[src/rtl/hazard_pkg.sv]
// Shared types and constants for the pipeline hazard control unit:
// FSM state encoding, stall depths and the register-dependency helper.
package hazard_pkg;

  typedef enum logic [1:0] {
    RUN    = 2'd0,
    STALL  = 2'd1,
    FREEZE = 2'd2
  } hcu_state_e;

  localparam int CNT_W_DEFAULT  = 16;
  localparam int BR_EX_LD_STALL = 2;
  localparam int LD_STALL       = 1;
  localparam int STALL_LEFT_W   = 2;

  // True when rd is a real register (not x0) and the ID instruction reads it.
  function automatic logic src_match(
    input logic [4:0] rd,
    input logic [4:0] rs1,
    input logic       use_rs1,
    input logic [4:0] rs2,
    input logic       use_rs2
  );
    return (rd != 5'd0) && ((use_rs1 && (rs1 == rd)) || (use_rs2 && (rs2 == rd)));
  endfunction

endpackage

[src/rtl/hazard_control_unit_sat_counter.sv]
// Saturating up-counter with synchronous clear; clear wins over increment.
module sat_counter #(
  parameter int W = 16
) (
  input  logic         clk,
  input  logic         rst_n,
  input  logic         inc,
  input  logic         clr,
  output logic [W-1:0] count
);

  logic [W-1:0] count_reg;

  always_ff @(posedge clk or negedge rst_n) begin
    if (!rst_n) begin
      count_reg <= '0;
    end else if (clr) begin
      count_reg <= '0;
    end else if (inc && (count_reg != {W{1'b1}})) begin
      count_reg <= count_reg + W'(1);
    end
  end

  assign count = count_reg;

endmodule

[src/rtl/hazard_control_unit.sv]
// Load-use / branch hazard detection with a RUN/STALL/FREEZE sequencer,
// memory-stall freeze handling and saturating performance counters.
module hazard_control_unit
  import hazard_pkg::*;
#(
  parameter int CNT_W = CNT_W_DEFAULT
) (
  input  logic             clk,
  input  logic             rst_n,
  input  logic [4:0]       IF_ID_rs1,
  input  logic [4:0]       IF_ID_rs2,
  input  logic             IF_ID_use_rs1,
  input  logic             IF_ID_use_rs2,
  input  logic             branch,
  input  logic             branch_taken,
  input  logic [4:0]       ID_EX_rd,
  input  logic             ID_EX_mem_read,
  input  logic             ID_EX_reg_write,
  input  logic [4:0]       EX_MEM_rd,
  input  logic             EX_MEM_mem_read,
  input  logic             mem_busy,
  input  logic             clr_cnt,
  output logic             pc_write,
  output logic             IF_ID_write,
  output logic             ID_EX_bubble,
  output logic             IF_ID_flush,
  output logic             pipe_hold,
  output logic [CNT_W-1:0] stall_cnt,
  output logic [CNT_W-1:0] flush_cnt,
  output logic [CNT_W-1:0] freeze_cnt
);

  hcu_state_e              state_reg, state_next;
  hcu_state_e              saved_state_reg, saved_state_next;
  hcu_state_e              eff_state;
  logic [STALL_LEFT_W-1:0] stall_left_reg, stall_left_next;

  logic ex_writes_rd;
  logic ex_match;
  logic mem_match;
  logic lu_hz;
  logic br_ex_ld;
  logic br_mem_ld;
  logic any_hz;

  // An EX instruction produces rd if it writes or loads; only loads stall,
  // plain ALU producers are covered by forwarding.
  assign ex_writes_rd = ID_EX_reg_write | ID_EX_mem_read;
  assign ex_match  = ex_writes_rd &&
                     src_match(ID_EX_rd, IF_ID_rs1, IF_ID_use_rs1, IF_ID_rs2, IF_ID_use_rs2);
  assign mem_match = src_match(EX_MEM_rd, IF_ID_rs1, IF_ID_use_rs1, IF_ID_rs2, IF_ID_use_rs2);

  assign lu_hz     = ID_EX_mem_read && ex_match;
  assign br_ex_ld  = branch && lu_hz;
  assign br_mem_ld = branch && EX_MEM_mem_read && mem_match;
  assign any_hz    = lu_hz || br_mem_ld;

  // FREEZE behaves as the state it interrupted once memory is ready again.
  assign eff_state = (state_reg == FREEZE) ? saved_state_reg : state_reg;

  always_ff @(posedge clk or negedge rst_n) begin
    if (!rst_n) begin
      state_reg       <= RUN;
      saved_state_reg <= RUN;
      stall_left_reg  <= '0;
    end else begin
      state_reg       <= state_next;
      saved_state_reg <= saved_state_next;
      stall_left_reg  <= stall_left_next;
    end
  end

  always_comb begin
    state_next       = state_reg;
    saved_state_next = saved_state_reg;
    stall_left_next  = stall_left_reg;
    if (mem_busy) begin
      state_next       = FREEZE;
      saved_state_next = eff_state;
    end else begin
      case (eff_state)
        STALL: begin
          stall_left_next = (stall_left_reg > STALL_LEFT_W'(1)) ?
                            stall_left_reg - STALL_LEFT_W'(1) : '0;
          state_next      = (stall_left_reg > STALL_LEFT_W'(1)) ? STALL : RUN;
        end
        default: begin
          // The branch-on-EX-load case needs stalls beyond the one taken now.
          if (br_ex_ld) begin
            state_next      = STALL;
            stall_left_next = STALL_LEFT_W'(BR_EX_LD_STALL - LD_STALL);
          end else begin
            state_next      = RUN;
            stall_left_next = '0;
          end
        end
      endcase
    end
  end

  always_comb begin
    pc_write     = 1'b0;
    IF_ID_write  = 1'b0;
    ID_EX_bubble = 1'b1;
    IF_ID_flush  = 1'b0;
    pipe_hold    = 1'b0;
    if (rst_n) begin
      if (mem_busy) begin
        pipe_hold    = 1'b1;
        ID_EX_bubble = 1'b0;
      end else if ((eff_state == STALL) || any_hz) begin
        ID_EX_bubble = 1'b1;
      end else begin
        pc_write     = 1'b1;
        IF_ID_write  = 1'b1;
        ID_EX_bubble = 1'b0;
        IF_ID_flush  = branch_taken;
      end
    end
  end

  logic [2:0]       cnt_inc;
  logic [CNT_W-1:0] cnt_val [3];

  assign cnt_inc = {pipe_hold, IF_ID_flush, ID_EX_bubble};

  for (genvar gi = 0; gi < 3; gi++) begin : g_cnt
    sat_counter #(.W(CNT_W)) u_cnt (
      .clk   (clk),
      .rst_n (rst_n),
      .inc   (cnt_inc[gi]),
      .clr   (clr_cnt),
      .count (cnt_val[gi])
    );
  end

  assign stall_cnt  = cnt_val[0];
  assign flush_cnt  = cnt_val[1];
  assign freeze_cnt = cnt_val[2];

endmodule

[config.mk]
export PLATFORM = sky130hd
export DESIGN_NAME = hazard_control_unit
export DESIGN_NICKNAME = d
export VERILOG_FILES = /design/src/rtl/hazard_pkg.sv /design/src/rtl/hazard_control_unit_sat_counter.sv /design/src/rtl/hazard_control_unit.sv
export SDC_FILE = /design/constraint.sdc
export NUM_CORES = 1
export LEC_CHECK = 0
export CAP_MARGIN = 20
export CORE_ASPECT_RATIO = 0.8
export CORE_UTILIZATION = 39
export CTS_CLUSTER_SIZE = 40
export DETAILED_ROUTE_END_ITERATION = 7
export GPL_TIMING_DRIVEN = 0
export PLACE_DENSITY = 0.66
export SYNTH_ARGS = -nofsm -noshare
export SYNTH_HDL_FRONTEND = slang
export SYNTH_HIERARCHICAL = 1
export SYNTH_SLANG_ARGS = --single-unit
[constraint.sdc]
create_clock -name clk -period 2.1 [get_ports clk]
set_input_delay 0.315 -clock clk [delete_from_list [all_inputs] [get_ports clk]]
set_output_delay 0.315 -clock clk [all_outputs]
set_load 0.01 [all_outputs]
==> impl_metrics.yaml, run 1 <==
run_status:
  status: "finished with violations"
  violations: "DRC, setup timing"
layout:
  finalNonFillerCells: 603
  drive_gt1_frac: 0.310
  nNetsFinal: 524
  diodes: 0
  largest_reg_flops: 48
  synthToLayoutAreaGrowth_pct: 54.4
  design_area_mm2: 0.00524
place:
  dp.cells: 552
  port_buffers: 82
  placement.cell_area_mm2: 0.00444
  dp_hpwl_um: 6500
  gp_congestion: 0.816
route:
  drc_errors: 2
  vias_per_cell: 5.72
  wl_um: 10000
  routed-via-count: 3448
  firstDrtPassIters: 6
  antenna_left: 0
  wire_per_inst_um: 16.6
  drtIter0Drc: 170
critical_path:
  crit_family: "simple AND/OR/NAND/NOR gates"
  cp.arrival_ns: 2.48
  endpoint_kind: "register"
  crit_type: "in -> reg"
  cp_cell_sequence: "buf_8 -> or4_1 -> o21a_1 -> a22oi_2 -> and4b_2 -> buf_6 -> inv_8 -> clkbuf_16 -> or4_4 -> a21oi_2"
  cp_max_fo: 6
  crit_required_ns: 2.34
  path_buf_inv: 4
  critPathLaunchType: "input port"
  crit_slowest_cell: "or4_1"
  max_stage_delay_ns: 0.51
timing:
  fin_crit_sh: 1.07
  rsz0062_at_grt: "yes"
  setup_tns_ns: -1.57
  finalCriticalPeriod_ns: 2.24
  slew_violations: 0
  relSlewSlack: 0.435
  max_freq_ghz: 0.446
  final-setup-viol-count: 20
  clock_skew_ns: 0.0137
  finalWorstSetupSlack_ns: -0.141
  finalHoldViolations: 0
  worst_pin_slew_ns: 0.845
clock_tree:
  cts_buffers: 5
  cts_tree: "yes"
  cts_root_buf: "clkbuf_8"
  clockBufferDepth: 2
  cts_max_level: 2
  path_clk_slew_ns: 0.11
  numClockSinks: 54
  clk_latency_ns: 0.32
grt:
  grt.total_usage: 0.232
  grt_overflow_total: 0
  grt_pass1_wl_um: 16900
  grt_max_degree: 38
  first_global_vias: 3341
  antenna_found_initial: 0
synth:
  ys_types: 41
  yosys.area.top_type: "dfrtp_1"
  yosys_register_bits: 54
  yosys-top-cells-area: "dfrtp_1, a21oi_1, xnor2_1"
  postSynthAreaPerCell_um2: 9.50
  synth_edf_count: 0
  netlist_area_mm2: 0.00339
  ys.flop_type: "dfrtp_1"
  async_reset_ff_frac: 1.00
  synthCells: 357
  syn_nets: 391
  ys_seq_area_frac: 0.399
  synth_top_area_frac: 0.399
  yosys_warnings: 6
die:
  die-width_um: 106
  rows: 30
  die_h_um: 85.4
  core_mm2: 0.00845
  die-area_mm2: 0.00907
  start_util: 0.401
  num_io_pins: 84
power:
  power_density_mw_per_mm2: 386
  total_power_mw: 2.02
  p_leak_nw: 2.05
  ir_drop_uv: 251
run:
  maxCapViolCount: 0
min_path:
  hold_path_class: "in -> async"
## cell usage in the layout, fill, tap and decap left out, types with 7 or more instances in the layout
cell type,n
nand4_1,23
or4_1,15
mux2_1,7
o31ai_1,9
nor2_1,12
o21ai_1,9
nand2_1,23
clkdlybuf4s50_1,55
nor2b_1,14
a21oi_1,32
o31ai_4,7
or3_1,7
nor4_4,10
inv_1,8
clkbuf_8,7
nand3_1,8
buf_6,13
clkbuf_1,7
xnor2_1,19
buf_4,37
dfrtp_1,54
## logic make-up (layout without fill, tap and decap cells)
kind of cell,count (synthesis),count (layout),share of synthesized area
simple gates,155,155,0.297
compound gates,86,86,0.164
flops,54,54,0.399
buf+inv,27,161,0.0376
xor+xnor,20,20,0.0517
mux,12,12,0.0399
fa+ha+maj,3,3,0.0111
## cell usage after synthesis, types with 6 or more instances
library cell,n
dfrtp_1,54
a21oi_1,39
nand2_1,23
nand4_1,23
o31ai_1,21
xnor2_1,20
or4_1,16
nor2b_1,14
clkbuf_1,13
mux2_1,12
nor2_1,12
nor4_1,12
inv_1,10
nand3_1,9
o21ai_1,9
or3_1,7
and3_1,6
and4_2,6
or4_2,6
## per-layer routing
metal / GRT usage / wire length, um / vias to the layer above
met4: 0.0556 / 89 / 0
met2: 0.370 / 4930 / 91
met1: 0.331 / 4570 / 1712
met5: 0 / 0 / -
li1: - / - / 1635
met3: 0.0346 / 440 / 10
## worst min-delay path, stage by stage
cell    delay (ns)
buf_4         0.10
buf_12        0.11
buf_12        0.21
## worst paths after layout
path | start | to | slack (ns) | cells past startpoint
setup reg to reg | state_reg[0]$_DFF_PN0_ | g_cnt[0].u_cnt/count[11]$_DFFE_PN0P_ | -0.11 | 9
min in group clk | mem_busy | state_reg[1]$_DFF_PN0_ | 0.51 | 1
hold reg to reg | saved_state_reg[0]$_DFFE_PN0P_ | saved_state_reg[0]$_DFFE_PN0P_ | 0.52 | 1
setup / recovery | ID_EX_rd[1] | g_cnt[1].u_cnt/count[2]$_DFFE_PN0P_ | -0.14 | 10
max in group asynchronous | rst_n | g_cnt[1].u_cnt/count[6]$_DFFE_PN0P_ | 0.91 | 2
hold / removal | rst_n | saved_state_reg[1]$_DFFE_PN0P_ | 0.05 | 3
## per-stage QoR
step	setup slack (ns)	hold slack [ns]	util
3_3_place_gp	-2.65	0.472	0.524
3_5_place_dp	-0.980	0.292	0.526
5_1_grt	-0.229	0.0591	0.620
6_report	-0.141	0.0516	0.620
4_1_cts	-0.198	0.0587	0.597
2_1_floorplan	-0.313	0.0194	-
## layout make-up
type                    count  area, um2
fillers                   718       3210
multi-input cells         276       2260
flip-flops and latches     54       1350
repair buffers            127       1190
plain buffers              16        155
well taps                 112        140
clock buffers               5       68.8
inverters                  10       45.0
clock inverters             3       21.3
## power by group
| part | leakage, nW | switching (mW) | internal (mW) |
|---|---|---|---|
| Sequential | 0.749 | 0.0111 | 1.05 |
| Clock | 0.0441 | 0.372 | 0.236 |
| Combinational | 1.26 | 0.174 | 0.181 |
| Total | 2.05 | 0.557 | 1.46 |
## what timing repair did
action | 4_1_cts | 5_1_grt
setup buffers | 26 | 16
endpoints found under the setup margin | 50 | 45
pin swaps | 42 | 32
hold endpoints to repair | 17 | 0
hold buffers | 2 | 0
gates cloned | 3 | 0
gates resized for setup | 124 | 33
No activity file was read; power rests on OpenSTA's default activity.
==> run 2, diff against run 1 <==
Settings changed: SKIP_CTS_REPAIR_TIMING from default to 1.
==> run 2 against run 1 <==
The flow still finishes with violations (DRC, setup timing). First-iteration DRC count decreased by 6.5%. Sequential power barely moved. Setup slack got worse by 0.14 ns. Via count is 1.3% lower. Count of clock-buffer cells in the layout did not move. Utilization up 0.18 points. Non-clock buffer count decreased by 16. Sequential cell count is the same. Maximum frequency is 5.7% lower. Global-route usage decreased by 2.6 points.
==> impl_metrics.yaml, run 2 (synthesis gave the netlist of run 1 again) <==
run_status:
  status: "finished with violations"
  violations: "DRC, setup timing"
grt:
  busiest_layer: "met2"
  grt_pass1_wl_um: 15100
  first_global_vias: 3073
  grt_overflow_total: 0
  grt_max_degree: 40
  grtUsageMet2: 0.316
  antenna_found_initial: 0
  grt_util_met1: 0.296
  grt.total_usage: 0.206
  met3_usage: 0.0369
layout:
  ff_latch_area_mm2: 0.00135
  largest_reg_flops: 48
  drive_gt1_frac: 0.293
  multi_input_area_mm2: 0.00232
  finalNonFillerCells: 587
  synthToLayoutAreaGrowth_pct: 54.9
  diodes: 0
  layout_common_cells: "clkdlybuf4s50_1, dfrtp_1, a21oi_1"
  fillCellCount: 710
  nNetsFinal: 508
  final_common_cell: "clkdlybuf4s50_1"
  design_area_mm2: 0.00525
critical_path:
  crit_slowest_cell: "or4_4"
  crit_required_ns: 2.29
  cp_common_cell: "buf_12"
  reg2regPathDepth: 11
  crit_path_end: "g_cnt[1].u_cnt/count[10]$_DFFE_PN0P_"
  cp.arrival_ns: 2.57
  cp-startpoint: "ID_EX_rd[2]"
  crit_type: "in -> reg"
  max_stage_delay_ns: 0.51
  critPathLaunchType: "input port"
  cp_max_fo: 5
  r2r_slack_ns: -0.16
  critical_path.reg2reg.startpoint: "saved_state_reg[0]$_DFFE_PN0P_"
  endpoint_kind: "register"
  r2r_end: "g_cnt[1].u_cnt/count[10]$_DFFE_PN0P_"
  cp_cell_sequence: "buf_8 -> or4_4 -> o21a_1 -> a22oi_2 -> and4b_2 -> buf_6 -> inv_8 -> buf_12 -> buf_4 -> buf_12 -> o31ai_1 -> a21oi_1"
run:
  maxCapViolCount: 0
timing:
  fin_crit_sh: 1.13
  finalWorstSetupSlack_ns: -0.278
  worst_pin_slew_ns: 0.975
  clock_skew_ns: 0.00998
  finalCriticalPeriod_ns: 2.38
  final-setup-viol-count: 18
  rsz0062_at_grt: "yes"
  slew_violations: 0
  setup_tns_ns: -3.28
  relSlewSlack: 0.348
  finalHoldViolations: 0
  max_freq_ghz: 0.421
die:
  start_util: 0.401
  core_mm2: 0.00845
  rows: 30
  die-width_um: 106
  num_io_pins: 84
  die-area_mm2: 0.00907
  die_h_um: 85.4
min_path:
  worstHoldStart: "mem_busy"
  hold_path_class: "in -> reg"
place:
  placement.cell_area_mm2: 0.00444
  gp_congestion: 0.816
  port_buffers: 82
  dp_hpwl_um: 6500
  dp.cells: 552
route:
  firstDrtPassIters: 6
  drtIter0Drc: 159
  wire_per_inst_um: 16.9
  routed-via-count: 3404
  antenna_left: 0
  vias_per_cell: 5.80
  wl_um: 9920
  drc_errors: 2
clock_tree:
  cts_max_level: 2
  cts_root_buf: "clkbuf_8"
  cts_tree: "yes"
  cts_buffers: 5
  clockBufferDepth: 2
  clk_latency_ns: 0.32
  numClockSinks: 54
  path_clk_slew_ns: 0.11
power:
  ir_drop_uv: 243
  power_density_mw_per_mm2: 384
  p_leak_nw: 2.10
==> run 2: worst max-delay path, delay by kind of cell <==
family / cells / cell delay (ns)
and+or+nand+nor: 2 / 0.82
AOI/OAI and AO/OA: 4 / 0.75
buffers and inverters: 6 / 0.67
==> run 2: layout make-up <==
| cell class | instances | share of cell area |
|---|---|---|
| Buffer | 17 | 0.0303 |
| Clock buffer | 5 | 0.0131 |
| Clock inverter | 3 | 0.00405 |
| Inverter | 10 | 0.00858 |
| Multi-Input combinational cell | 276 | 0.442 |
| Sequential cell | 54 | 0.258 |
| Tap cell | 112 | 0.0267 |
| Timing Repair Buffer | 110 | 0.218 |
==> run 2: per-layer routing <==
metal  part of all wire  routed length (um)
met1               0.47                4660
met2               0.47                4700
met3              0.051                 506
met4             0.0059                  59
met5                  0                   0
==> run 2: worst min-delay path by stage <==
stage                                                end  slack [ns]  cells past startpoint
finish                            state_reg[1]$_DFF_PN0_        0.50                      1
global route                      state_reg[1]$_DFF_PN0_        0.50                      1
CTS                  g_cnt[2].u_cnt/count[6]$_DFFE_PN0P_       -0.06                      1
detailed placement  g_cnt[2].u_cnt/count[12]$_DFFE_PN0P_        0.29                      1
global placement           stall_left_reg[1]$_DFFE_PN0N_        0.47                      1
floorplan            g_cnt[0].u_cnt/count[0]$_DFFE_PN0P_        0.02                      0
==> run 2: per-stage QoR <==
stage               worst slack [ns]  power, mW  utilization  hold WS (ns)
floorplan                     -0.313       1.20            -        0.0194
global placement               -2.65       1.34        0.524         0.472
detailed placement            -0.980       1.35        0.526         0.292
CTS                           -0.902       1.97        0.537       -0.0621
global route                  -0.345       2.12        0.622         0.495
finish                        -0.278       2.02        0.622         0.498
==> run 2: where the power goes <==
| group | total, mW | switching, mW | internal (mW) | leakage, nW |
|---|---|---|---|---|
| logic | 0.355 | 0.178 | 0.177 | 1.31 |
| registers | 1.06 | 0.0111 | 1.05 | 0.747 |
| clock network | 0.604 | 0.368 | 0.236 | 0.0441 |
==> run 3, diff against run 2 <==
Settings changed: SETUP_SLACK_MARGIN from default to 0.1.
==> run 3 against run 2 <==
Critical path type unchanged. Final area is 2.5% higher. Critical endpoint is now g_cnt[1].u_cnt/count[2]$_DFFE_PN0P_. Final cell count is 0.34% higher. Non-clock buffer count is 2 higher. Routed wire length is 1.7% higher. Maximum frequency is 3.2% higher. Global-route usage is 0.61 points lower. Sequential share of layout area is 0.62 points lower. Largest power group unchanged. The flow finishes with violations (setup timing). Die area stayed put. Sequential power hardly changed.
==> impl_metrics.yaml, run 3 (synthesis gave the netlist of run 1 again) <==
run_status:
  status: "finished with violations"
  violations: "setup timing"
route:
  wl_met3_um: 510
  wl_met2_um: 4690
  drtIter0Drc: 161
  wl_met1_um: 4770
  vias_per_cell: 5.80
  wire_per_inst_um: 17.1
  antenna_left: 0
  routed-via-count: 3416
  highest-signal-layer: "met4"
  drc_errors: 0
  wl_um: 10100
  firstDrtPassIters: 4
grt:
  antenna_found_initial: 0
  grt_overflow_total: 0
  grt.total_usage: 0.199
  grt_pass1_wl_um: 14700
  grt_max_degree: 40
  first_global_vias: 3012
timing:
  rsz0062_at_grt: "yes"
  finalWorstSetupSlack_ns: -0.204
  holdWs_ns: 0.0393
  setup_tns_ns: -2.64
  final-setup-viol-count: 30
  max_freq_ghz: 0.434
  finalCriticalPeriod_ns: 2.30
  clock_skew_ns: 0.0111
  slew_violations: 0
  worst_pin_slew_ns: 0.794
  fin_crit_sh: 1.10
  relSlewSlack: 0.469
  finalHoldViolations: 0
power:
  p_leak_nw: 2.13
  power_density_mw_per_mm2: 387
  ir_drop_uv: 236
die:
  rows: 30
  die-width_um: 106
  core_mm2: 0.00845
  start_util: 0.401
  die_h_um: 85.4
  num_io_pins: 84
  die-area_mm2: 0.00907
layout:
  nNetsFinal: 510
  largest_reg_flops: 48
  drive_gt1_frac: 0.312
  diodes: 0
  fin_util: 0.638
  design_area_mm2: 0.00539
  final_common_cell: "clkdlybuf4s50_1"
  layout_common_cells: "clkdlybuf4s50_1, dfrtp_1, a21oi_1"
  synthToLayoutAreaGrowth_pct: 58.8
critical_path:
  cp.arrival_ns: 2.54
  critPathLaunchType: "input port"
  cp_max_fo: 5
  crit_required_ns: 2.34
  endpoint_kind: "register"
  crit_type: "in -> reg"
clock_tree:
  path_clk_slew_ns: 0.10
  cts_max_level: 2
  cts_tree: "yes"
  cts_root_buf: "clkbuf_8"
  clk_latency_ns: 0.31
  clockBufferDepth: 2
  cts_buffers: 5
  numClockSinks: 54
place:
  placement.cell_area_mm2: 0.00446
  gp_congestion: 0.815
  dp_hpwl_um: 6540
  port_buffers: 82
min_path:
  hold_path_class: "in -> async"
run:
  maxCapViolCount: 0
run 3: changes by cell type in the layout (fill, tap and decap cells not counted), sizes merged:
cell,before,now
inv,10,11
dlygate4sd3,3,1
clkinv,2,0
clkinvlp,1,0
buf,39,43
dlymetal6s2s,16,18
run 3: per-stage QoR:
| stage | cells | total power [mW] | setup slack (ns) |
|---|---|---|---|
| final | 589 | 2.08 | -0.204 |
| after global routing | 589 | 2.20 | -0.266 |
| after CTS | 560 | 2.00 | -0.889 |
| after detailed placement | 552 | 1.36 | -0.973 |
| after global placement | 551 | 1.35 | -2.59 |
| after floorplan | 357 | 1.20 | -0.313 |
run 3: final timing paths:
kind	slack, ns	from	depth (start not counted)	to
setup / recovery	-0.20	ID_EX_rd[2]	10	g_cnt[1].u_cnt/count[2]$_DFFE_PN0P_
hold / removal	0.04	rst_n	3	g_cnt[2].u_cnt/count[1]$_DFFE_PN0P_
setup reg to reg	-0.18	state_reg[0]$_DFF_PN0_	9	g_cnt[0].u_cnt/count[3]$_DFFE_PN0P_
hold reg to reg	0.50	stall_left_reg[1]$_DFFE_PN0N_	1	stall_left_reg[1]$_DFFE_PN0N_
max in group asynchronous	0.93	rst_n	2	g_cnt[2].u_cnt/count[0]$_DFFE_PN0P_
min in group clk	0.19	mem_busy	1	state_reg[1]$_DFF_PN0_
run 3: where the power goes:
group	total, mW	switching (mW)	internal (mW)
clock network	0.637	0.363	0.274
logic	0.387	0.184	0.204
registers	1.06	0.0119	1.05
run 3: worst max-delay path, cell delays in order:
cell,delay (ns)
buf_6,0.10
or4_1,0.50
o21a_1,0.21
a22oi_2,0.23
and4b_2,0.28
buf_6,0.12
inv_6,0.04
buf_8,0.12
or4_4,0.47
a21oi_2,0.14
run 3: area by class of cell:
cell class / count / area (um2)
buffer: 17 / 148
timing repair buffer: 112 / 1220
clock inverter: 1 / 8.76
inverter: 10 / 45.0
sequential: 54 / 1350
tap: 112 / 140
fill: 677 / 3060
clock buffer: 7 / 86.3
multi-input combinational: 276 / 2380
run 3: metal layers:
metal	vias to the layer above	global-route usage
met5	-	0
met4	0	0.0467
met3	15	0.0407
met2	101	0.308
met1	1680	0.287
li1	1620	-
